$ cat config.mk
export PLATFORM = sky130hd
export DESIGN_NAME = nodf_handshake_tracker_flat
export DESIGN_NICKNAME = d
export VERILOG_FILES = /design/src/rtl/nodf_trk_pkg.sv /design/src/rtl/nodf_handshake_tracker_if.sv /design/src/rtl/nodf_ts_fifo.sv /design/src/rtl/nodf_handshake_tracker.sv /design/src/flat_wrapper.sv
export SDC_FILE = /design/constraint.sdc
export NUM_CORES = 1
export LEC_CHECK = 0
export CORE_MARGIN = 8
export CORE_UTILIZATION = 45
export DETAILED_ROUTE_END_ITERATION = 8
export PLACE_DENSITY = 0.68
export REMOVE_ABC_BUFFERS = 1
export SLEW_MARGIN = 10
export SYNTH_ARGS = -nofsm -noshare
export SYNTH_HDL_FRONTEND = slang
export SYNTH_SLANG_ARGS = --single-unit
$ cat constraint.sdc
create_clock -name clock -period 5.5 [get_ports clock]
set_clock_uncertainty 0.05 [all_clocks]
set_input_delay 1.375 -clock clock [delete_from_list [all_inputs] [get_ports clock]]
set_output_delay 1.375 -clock clock [all_outputs]
set_load 0.05 [all_outputs]
$ cat src/rtl/nodf_trk_pkg.sv
// Shared types and helpers for the ap_ctrl_hs handshake tracker.
// Holds the status encoding, default sizes and a saturating increment.
package nodf_trk_pkg;

    localparam int DEF_CNT_W    = 32;
    localparam int DEF_MAX_INFL = 4;
    localparam int SAT_W        = 64;

    typedef enum logic [2:0] {
        ST_IDLE       = 3'd0,
        ST_WAIT_READY = 3'd1,
        ST_BUSY       = 3'd2,
        ST_DONE_STALL = 3'd3,
        ST_FINISHED   = 3'd4
    } status_e;

    // Operates on a SAT_W-bit container so any counter up to SAT_W bits can share it.
    function automatic logic [SAT_W-1:0] sat_inc(input logic [SAT_W-1:0] value,
                                                 input logic [SAT_W-1:0] max_value);
        return (value >= max_value) ? max_value : value + SAT_W'(1);
    endfunction

endpackage

$ cat src/rtl/nodf_handshake_tracker_if.sv
// ap_ctrl_hs handshake bundle observed by the tracker, plus the end-of-run finish strobe.
// Input side accepts on ap_start & ap_ready; result side completes on ap_done & ap_continue.
interface nodf_handshake_tracker_if;

    logic ap_start;
    logic ap_ready;
    logic ap_done;
    logic ap_continue;
    logic finish;

    modport master (output ap_start, ap_ready, ap_done, ap_continue, finish);
    modport slave  (input  ap_start, ap_ready, ap_done, ap_continue, finish);

endinterface

$ cat src/rtl/nodf_ts_fifo.sv
// Circular FIFO of start timestamps for in-flight transactions.
// Push and pop may happen in the same cycle, including while full.
module nodf_ts_fifo #(
    parameter  int DEPTH = 4,
    parameter  int W     = 32,
    localparam int PTR_W = (DEPTH > 1) ? $clog2(DEPTH) : 1,
    localparam int CW    = $clog2(DEPTH + 1)
) (
    input  logic          clock,
    input  logic          reset,
    input  logic          push,
    input  logic [W-1:0]  push_data,
    input  logic          pop,
    output logic [W-1:0]  head,
    output logic          full,
    output logic          empty,
    output logic [CW-1:0] count
);

    logic [W-1:0]     mem [DEPTH];
    logic [PTR_W-1:0] rd_ptr;
    logic [PTR_W-1:0] wr_ptr;
    logic             do_push;
    logic             do_pop;

    function automatic logic [PTR_W-1:0] ptr_next(input logic [PTR_W-1:0] p);
        return (p == PTR_W'(DEPTH - 1)) ? '0 : p + PTR_W'(1);
    endfunction

    assign full    = (count == CW'(DEPTH));
    assign empty   = (count == '0);
    assign do_pop  = pop & ~empty;
    assign do_push = push & (~full | do_pop);
    assign head    = mem[rd_ptr];

    always_ff @(posedge clock) begin
        if (do_push) mem[wr_ptr] <= push_data;
    end

    always_ff @(posedge clock or negedge reset) begin
        if (!reset) begin
            rd_ptr <= '0;
            wr_ptr <= '0;
            count  <= '0;
        end else begin
            if (do_push) wr_ptr <= ptr_next(wr_ptr);
            if (do_pop)  rd_ptr <= ptr_next(rd_ptr);
            case ({do_push, do_pop})
                2'b10:   count <= count + CW'(1);
                2'b01:   count <= count - CW'(1);
                default: ;
            endcase
        end
    end

endmodule

$ cat src/rtl/nodf_handshake_tracker.sv
// Status and performance tracker for one ap_ctrl_hs HLS block: classifies each cycle,
// counts transactions, busy and stall cycles, and measures per-transaction latency.
module nodf_handshake_tracker
    import nodf_trk_pkg::*;
#(
    parameter  int CNT_W    = DEF_CNT_W,
    parameter  int MAX_INFL = DEF_MAX_INFL,
    localparam int INF_W    = $clog2(MAX_INFL + 1)
) (
    input  logic                     clock,
    input  logic                     reset,
    nodf_handshake_tracker_if.slave  hs,
    output logic [2:0]               status,
    output logic [INF_W-1:0]         inflight,
    output logic [CNT_W-1:0]         start_cnt,
    output logic [CNT_W-1:0]         done_cnt,
    output logic [CNT_W-1:0]         busy_cycles,
    output logic [CNT_W-1:0]         stall_cycles,
    output logic [CNT_W-1:0]         last_lat,
    output logic [CNT_W-1:0]         min_lat,
    output logic [CNT_W-1:0]         max_lat,
    output logic                     lat_valid,
    output logic                     err_overflow,
    output logic                     err_underflow,
    output logic                     finished
);

    localparam logic [CNT_W-1:0] CNT_MAX = '1;

    logic [CNT_W-1:0] now_q, ts_start_q, push_ts, head_ts, cmp_ts, lat;
    logic             pending_q, finished_q, active;
    logic             start_edge, accept, complete, stall;
    logic             bypass, ovf, unf, do_push, do_pop, lat_upd, busy_now;
    logic             fifo_full, fifo_empty;
    status_e          status_q, status_d;

    function automatic logic [CNT_W-1:0] bump(input logic [CNT_W-1:0] v);
        return CNT_W'(sat_inc(SAT_W'(v), SAT_W'(CNT_MAX)));
    endfunction

    assign active     = ~finished_q;
    assign start_edge = hs.ap_start & ~pending_q;
    assign accept     = hs.ap_start & hs.ap_ready;
    assign complete   = hs.ap_done & hs.ap_continue;
    assign stall      = hs.ap_done & ~hs.ap_continue;
    assign push_ts    = pending_q ? ts_start_q : now_q;

    // Empty-FIFO accept+complete bypasses the FIFO; a full FIFO with a completion pops then pushes.
    assign bypass   = accept & complete & fifo_empty;
    assign ovf      = accept & fifo_full & ~complete;
    assign unf      = complete & fifo_empty & ~accept;
    assign do_push  = active & accept & ~bypass & ~ovf;
    assign do_pop   = active & complete & ~fifo_empty;
    assign cmp_ts   = fifo_empty ? push_ts : head_ts;
    assign lat      = now_q - cmp_ts + CNT_W'(1);
    assign lat_upd  = complete & ~unf;
    // A raised ap_start counts as busy even on the cycle it is first seen.
    assign busy_now = hs.ap_start | pending_q | (inflight != '0);

    nodf_ts_fifo #(.DEPTH(MAX_INFL), .W(CNT_W)) u_ts_fifo (
        .clock     (clock),
        .reset     (reset),
        .push      (do_push),
        .push_data (push_ts),
        .pop       (do_pop),
        .head      (head_ts),
        .full      (fifo_full),
        .empty     (fifo_empty),
        .count     (inflight)
    );

    always_comb begin
        status_d = ST_IDLE;
        if (hs.finish | finished_q)                    status_d = ST_FINISHED;
        else if (stall)                                status_d = ST_DONE_STALL;
        else if (pending_q | (hs.ap_start & ~hs.ap_ready)) status_d = ST_WAIT_READY;
        else if (inflight != '0)                       status_d = ST_BUSY;
    end

    always_ff @(posedge clock or negedge reset) begin
        if (!reset) status_q <= ST_IDLE;
        else        status_q <= status_d;
    end

    always_ff @(posedge clock or negedge reset) begin
        if (!reset) begin
            now_q         <= '0;
            ts_start_q    <= '0;
            pending_q     <= 1'b0;
            finished_q    <= 1'b0;
            start_cnt     <= '0;
            done_cnt      <= '0;
            busy_cycles   <= '0;
            stall_cycles  <= '0;
            last_lat      <= '0;
            min_lat       <= '1;
            max_lat       <= '0;
            lat_valid     <= 1'b0;
            err_overflow  <= 1'b0;
            err_underflow <= 1'b0;
        end else begin
            now_q     <= now_q + CNT_W'(1);
            lat_valid <= 1'b0;
            if (hs.finish) finished_q <= 1'b1;
            if (active) begin
                if (accept) begin
                    pending_q <= 1'b0;
                end else if (start_edge) begin
                    pending_q  <= 1'b1;
                    ts_start_q <= now_q;
                end
                if (accept)   start_cnt    <= bump(start_cnt);
                if (complete) done_cnt     <= bump(done_cnt);
                if (busy_now) busy_cycles  <= bump(busy_cycles);
                if (stall)    stall_cycles <= bump(stall_cycles);
                if (lat_upd) begin
                    last_lat  <= lat;
                    lat_valid <= 1'b1;
                    if (lat < min_lat) min_lat <= lat;
                    if (lat > max_lat) max_lat <= lat;
                end
                if (ovf) err_overflow  <= 1'b1;
                if (unf) err_underflow <= 1'b1;
            end
        end
    end

    assign status   = status_q;
    assign finished = finished_q;

endmodule

$ cat src/flat_wrapper.sv
// flat-port wrapper written by rule: the top's interface ports become plain ports
module nodf_handshake_tracker_flat import nodf_trk_pkg::*;
#(
    parameter  int CNT_W    = DEF_CNT_W,
    parameter  int MAX_INFL = DEF_MAX_INFL,
    localparam int INF_W    = $clog2(MAX_INFL + 1)
)
  (clock, reset, status, inflight, start_cnt, done_cnt, busy_cycles, stall_cycles, last_lat, min_lat, max_lat, lat_valid, err_overflow, err_underflow, finished, hs_ap_start, hs_ap_ready, hs_ap_done, hs_ap_continue, hs_finish);
  nodf_handshake_tracker_if hs_i ();
  input  logic clock;
  input  logic reset;
  output logic [2:0] status;
  output logic [INF_W-1:0] inflight;
  output logic [CNT_W-1:0] start_cnt;
  output logic [CNT_W-1:0] done_cnt;
  output logic [CNT_W-1:0] busy_cycles;
  output logic [CNT_W-1:0] stall_cycles;
  output logic [CNT_W-1:0] last_lat;
  output logic [CNT_W-1:0] min_lat;
  output logic [CNT_W-1:0] max_lat;
  output logic lat_valid;
  output logic err_overflow;
  output logic err_underflow;
  output logic finished;
  input wire logic [$bits(hs_i.ap_start)-1:0] hs_ap_start;
  input wire logic [$bits(hs_i.ap_ready)-1:0] hs_ap_ready;
  input wire logic [$bits(hs_i.ap_done)-1:0] hs_ap_done;
  input wire logic [$bits(hs_i.ap_continue)-1:0] hs_ap_continue;
  input wire logic [$bits(hs_i.finish)-1:0] hs_finish;
  assign hs_i.ap_start = hs_ap_start;
  assign hs_i.ap_ready = hs_ap_ready;
  assign hs_i.ap_done = hs_ap_done;
  assign hs_i.ap_continue = hs_ap_continue;
  assign hs_i.finish = hs_finish;
  nodf_handshake_tracker #(.CNT_W(CNT_W), .MAX_INFL(MAX_INFL)) u_core (.clock(clock), .reset(reset), .hs(hs_i), .status(status), .inflight(inflight), .start_cnt(start_cnt), .done_cnt(done_cnt), .busy_cycles(busy_cycles), .stall_cycles(stall_cycles), .last_lat(last_lat), .min_lat(min_lat), .max_lat(max_lat), .lat_valid(lat_valid), .err_overflow(err_overflow), .err_underflow(err_underflow), .finished(finished));
endmodule
* Word level (Yosys, flattened, before mapping)
Memory sizes are Yosys's and may differ from the RTL's.
Cells that the tools add are included.
W data, S select, Z words.
** Storage, ports and cells
- Register bits :: 303
- RAM bits :: 128
- Output and inout port bits :: 234
- Memories kept :: 1
** Operators by class
- $add $sub $neg :: 11
- Order comparisons :: 6
- Equal/unequal tests :: 5
- Mux-type cells :: 19
- Bitwise logic cells :: 35
- Reduce and logical (&&, ||, !) cells :: 15
** Memory list
- u_core.u_ts_fifo.mem :: depth 4, bits a word 32, read ports 1, clocked after memory_dff 0, write ports 1, line nodf_ts_fifo.sv:20 : logic [W-1:0] mem [DEPTH];
** Operators with widths (number)
- $add A32 B1 Y32 const B :: 6
- $mux W32 :: 6
- $ge A32 B32 Y1 const B :: 4
- $gt A32 B32 Y1 :: 1
- $lt A32 B32 Y1 :: 1
- $sub A32 B32 Y32 :: 1
- $and A1 B1 Y1 :: 19
- $reduce_and A2 Y1 :: 8
- $not A1 Y1 :: 11
- $mux W3 :: 3
- $reduce_and A3 Y1 :: 3
- $eq A2 B2 Y1 const B :: 3
- $mux W1 :: 6
- $mux W2 :: 3
- $pmux W3 S2 :: 1
- $or A1 B1 Y1 :: 5
- $add A2 B1 Y2 const B :: 2
- $reduce_bool A2 Y1 :: 2
- $add A3 B1 Y3 const B :: 1
- $eq A3 B3 Y1 const B :: 1
- $logic_not A3 Y1 :: 1
- $reduce_bool A3 Y1 :: 1
- $sub A3 B1 Y3 const B :: 1
- $eq A2 B1 Y1 const B :: 1

* Longest topological paths before layout
- Depth after elaboration :: 9
- Gate-level depth with buffers :: 28
- Gate-level depth less buffers :: 25

* Hierarchy
Synthesis repeated with hierarchy kept, for this count alone.
** Unflattened totals
- Cell total of the unflattened synthesis :: 1861
- Area total of the unflattened synthesis :: 21774.6 um2
** Modules (own cells, without submodules)
- nodf_handshake_tracker :: times used 1, cells each 1652, area each 16702.3 um2, seq. area each 7447.1 um2
- nodf_ts_fifo :: times used 1, cells each 209, area each 5072.4 um2, seq. area each 4018.9 um2

* Least setup slack after synthesis
OpenSTA, ideal clock, no wires.
- Path kind :: register -> register
- Start point :: register u_core.u_ts_fifo.rd_ptr[0]
- End point :: register u_core.max_lat[10]
- Data arrival time :: 5.939 ns
- Slack :: -0.614 ns
- Cell stages (with the launch flop) :: 24
- Path buffers :: 3
- Period minus slack after synthesis :: 6.114 ns
- Cells stage by stage :: dfrtp_1 > clkbuf_1 > buf_1 > mux4_2 > mux2i_1 > ha_1 > ha_1 > and2_1 > a221oi_2 > a21oi_2 > o21ai_4 > nand4_4 > and3_1 > nor3_1 > nor2_1 > ha_1 > and3_1 > a221oi_1 > o21ai_0 > a221oi_1 > nand3_1 > nand2_1 > buf_2 > mux2_2
** On the way
- Cells in the longest elaborated chain, start to end :: 6
** RTL lines
- start: declaration :: line nodf_ts_fifo.sv:21 : logic [PTR_W-1:0] rd_ptr;
- start signal: assignment :: line nodf_ts_fifo.sv:47 : if (do_pop) rd_ptr <= ptr_next(rd_ptr);
- $mem_v2 Z4 W32
- $mux W32 :: line nodf_handshake_tracker.sv:54 : assign cmp_ts = fifo_empty ? push_ts : head_ts;
- $sub A32 B32 Y32 :: line nodf_handshake_tracker.sv:55 : assign lat = now_q - cmp_ts + CNT_W'(1);
- $add A32 B1 Y32 :: line nodf_handshake_tracker.sv:55
- net u_core.lat[30] :: line nodf_handshake_tracker.sv:30 : logic [CNT_W-1:0] now_q, ts_start_q, push_ts, head_ts, cmp_ts, lat;
- $gt A32 B32 Y1 :: line nodf_handshake_tracker.sv:120 : if (lat > max_lat) max_lat <= lat;
- $reduce_and A3 Y1 (no source line)
- end signal: assignment :: line nodf_handshake_tracker.sv:120
- end: declaration :: line nodf_handshake_tracker.sv:21 : output logic [CNT_W-1:0] max_lat,
The timed path passes the listed nets, and every way through them passes these cells.
A chain may end at the register's enable or synchronous reset.

* Worst setup path in the final report
- Start point :: register u_core.u_ts_fifo.rd_ptr[0]
- End point :: register u_core.min_lat[21]
** On the way
- Cells in the longest elaborated chain, start to end :: 6
** RTL lines
- $mem_v2 Z4 W32
- $mux W32 :: line nodf_handshake_tracker.sv:54
- $sub A32 B32 Y32 :: line nodf_handshake_tracker.sv:55
- $add A32 B1 Y32 :: line nodf_handshake_tracker.sv:55
- net u_core.lat[25] :: line nodf_handshake_tracker.sv:30
- $lt A32 B32 Y1 :: line nodf_handshake_tracker.sv:119 : if (lat < min_lat) min_lat <= lat;
- $reduce_and A3 Y1 (no source line)
- end signal: assignment :: line nodf_handshake_tracker.sv:119
- end: declaration :: line nodf_handshake_tracker.sv:20 : output logic [CNT_W-1:0] min_lat,
The timed path passes the listed nets, and every way through them passes these cells.

==> impl_metrics.yaml <==
sta:
  drv_slew: 0
  relSlewSlack_pct: 40.2
  max_freq_mhz: 179
  worst_pin_slew_ns: 0.894
  setup-violations-final: 43
  rsz0062_at_grt: "true"
  fin_crit_ns: 5.59
  post-route-period-util_pct: 102
  hold_viol: 0
  hold_ws_ns: 0.423
  setup_ws_ns: -0.0862
outcome:
  status: "finished, violations left"
  violations: "negative setup slack"
clock_tree:
  cts_tree: "built"
  htree_levels: 2
  cts_root_buffer: "clkbuf_16"
  cts_buffers: 49
  cts.sinks: 431
  clkTransAtPathRegs_ns: 0.06
  clk_path_buf_depth: 3
  clk-insertion-delay-late_ns: 0.59
  cts_hold_buf: 0
worst_setup_path:
  reg2reg_slack_ns: -0.09
  cp_slowest_cell: "mux4_2"
  worst_r2r_endpoint: "u_core.min_lat[21]$_DFFE_PN1P_"
  crit_path_max_incr_delay_ns: 0.50
  r2r_cells: 25
  arrival_ns: 6.04
  required_ns: 5.95
  cp_max_fo: 8
  crit_buf_inv: 6
  worst-setup-path-type: "flop to flop"
  r2r-start: "u_core.u_ts_fifo.rd_ptr[0]$_DFFE_PN0P_"
  cp_num_cells: 25
  critPathTopFamily: "simple AND/OR/NAND/NOR gates"
  endpoint_kind: "flop"
  cp-start-kind: "flop"
worst_hold_path:
  hold_depth: 1
  hp-start: "u_core.err_overflow$_DFFE_PN0P_"
  hp-class: "flop to flop"
  min_to: "u_core.err_overflow$_DFFE_PN0P_"
yosys:
  yosysWarnings: 0
  avgSynthCellArea_sq_um: 11.8
  netlist_area_sq_mm: 0.0222
  synth_edf_count: 128
  ys.flop_type: "dfrtp_1"
  synth_seq_cells: 431
  ys_seq_area_share_pct: 51.7
  syn_inst: 1880
  netlist-cell-type-count: 82
  async_flop_share_pct: 70.3
power:
  p_per_area_mw_per_mm2: 303
  p_leak_nw: 13.5
  peakVddDrop_mv: 0.272
floorplan:
  initial_core_util_pct: 45.5
  fp.dieArea_sq_mm: 0.0566
  rows: 81
  die_w_um: 238
  top_level_ports: 241
  coreArea_sq_mm: 0.0487
  chipHeight_um: 238
global_route:
  grt_max_degree: 108
  antenna_found_initial: 0
  gr-total-overflow: 0
  grt_pass1_wl_um: 89400
  first_global_vias: 16900
  gr-usage-all-layers_pct: 19.2
finish:
  final_common_cell: "dfrtp_1"
  fin_nets: 2490
  fillerInstances: 3795
  area_growth_pct: 34.1
  finalCoreUtilization_pct: 61.0
  drive_gt1_share_pct: 27.2
  layout_common_cells: "dfrtp_1 (269), nand2_1 (243), clkdlybuf4s50_1 (239), buf_4 (197), edfxtp_1 (128)"
route:
  vias: 16300
  wl_per_cell_um: 18.6
  drc_errors: 0
  initialDrtViolationCount: 811
  drtPass1Iterations: 8
  routed_via_density: 5.35
  postRouteAntennaNets: 0
  finalWirelength_um: 56800
placement:
  post-dp-hpwl_um: 39800
  gp_congestion: 0.885
  io_buffers: 240
job:
  cap_violations: 0
[power by group]
group | total, mW | internal (mW) | switching (mW)
clock | 3.37 | 2.00 | 1.37
sequential | 3.43 | 3.36 | 0.0658
combinational | 2.20 | 1.00 | 1.20
total | 9.00 | 6.36 | 2.63
[per-layer routing]
metal	up-vias	GRT usage [%]	routed length, um
met5	-	0	0
met4	0	5.81	1330
met3	85	5.11	3840
met2	404	31.5	26900
met1	8134	24.8	24800
li1	7712	-	-
[cell families after synthesis]
group | count (synthesis) | share of synthesized area (%)
and+or+nand+nor | 599 | 13.7
buffers and inverters | 142 | 2.49
AOI/OAI and AO/OA | 219 | 6.61
xor gates and xnor gates | 147 | 5.87
adders and majority gates | 137 | 7.80
DFF | 431 | 51.7
muxes | 205 | 11.8
[flip-flops by register name, summed over array words and instances (netlist names), 3 cells and up]
register / flops
u_core.last_lat: 32
u_core.min_lat: 32
u_core.ts_start_q: 32
u_core.now_q: 32
u_core.max_lat: 32
u_core.u_ts_fifo.count: 3
u_core.status: 3
u_core.start_cnt: 32
u_core.u_ts_fifo.mem: 128
u_core.done_cnt: 32
u_core.stall_cycles: 32
u_core.busy_cycles: 32
[cell usage after synthesis, types with 34 or more instances]
cell type    n  area (sq um)
mux2_2     113          1270
nand3_1     61           305
xor2_1      81           709
and3_1      40           250
o21ai_0     45           225
mux2i_1     34           340
nand4_1     58           363
inv_1       93           349
xnor2_1     64           561
a21oi_1     71           355
edfxtp_1   128          3840
dfrtp_1    271          6780
ha_1       135          1690
nand2_1    249           935
nor2_1      77           289
[repair_timing]
action / in CTS / in global routing
setup endpoints to repair: 64 / 64
gates cloned: 2 / 5
pin swaps: 14 / 55
setup buffers: 8 / 22
gates resized for setup: 66 / 122
[metrics by stage]
step / cells / area [sq um] / TNS (ns) / power (mW) / worst slack (ns)
after CTS: 3028 / 28900 / -0.154 / 8.88 / -0.0270
after detailed placement: 2927 / 26800 / -16.95 / 5.37 / -0.332
after global routing: 3050 / 29700 / -16.64 / 9.42 / -0.298
after global placement: 2927 / 26800 / -10.04 / 5.31 / -0.221
final: 3051 / 29700 / -2.12 / 9.00 / -0.0862
after floorplan: 1831 / 22000 / -75.87 / 4.59 / -1.31
[cell type report]
cell class                      count  area (sq um)  share of cell area (%)
Clock buffer                       60          1320                    4.44
Antenna cell                        1          2.50                 0.00842
Inverter                           93           349                    1.17
Multi-Input combinational cell   1307         11000                    37.1
Timing Repair Buffer              464          4360                    14.7
Tap cell                          664           831                    2.79
Clock inverter                     31           359                    1.21
Sequential cell                   431         11500                    38.6
[worst max-delay path by stage]
stage	endpoint	start	slack, ns
global placement	u_core.max_lat[6]$_DFFE_PN0P_	u_core.u_ts_fifo.count[1]$_DFFE_PN0P_	-0.22
global route	u_core.max_lat[18]$_DFFE_PN0P_	u_core.u_ts_fifo.rd_ptr[0]$_DFFE_PN0P_	-0.30
detailed placement	u_core.max_lat[5]$_DFFE_PN0P_	u_core.u_ts_fifo.count[1]$_DFFE_PN0P_	-0.33
floorplan	u_core.max_lat[10]$_DFFE_PN0P_	u_core.u_ts_fifo.rd_ptr[0]$_DFFE_PN0P_	-1.31
CTS	u_core.max_lat[1]$_DFFE_PN0P_	u_core.u_ts_fifo.rd_ptr[0]$_DFFE_PN0P_	-0.03
finish	u_core.min_lat[21]$_DFFE_PN1P_	u_core.u_ts_fifo.rd_ptr[0]$_DFFE_PN0P_	-0.09
Note: power is estimated with default switching activity, not from simulation.
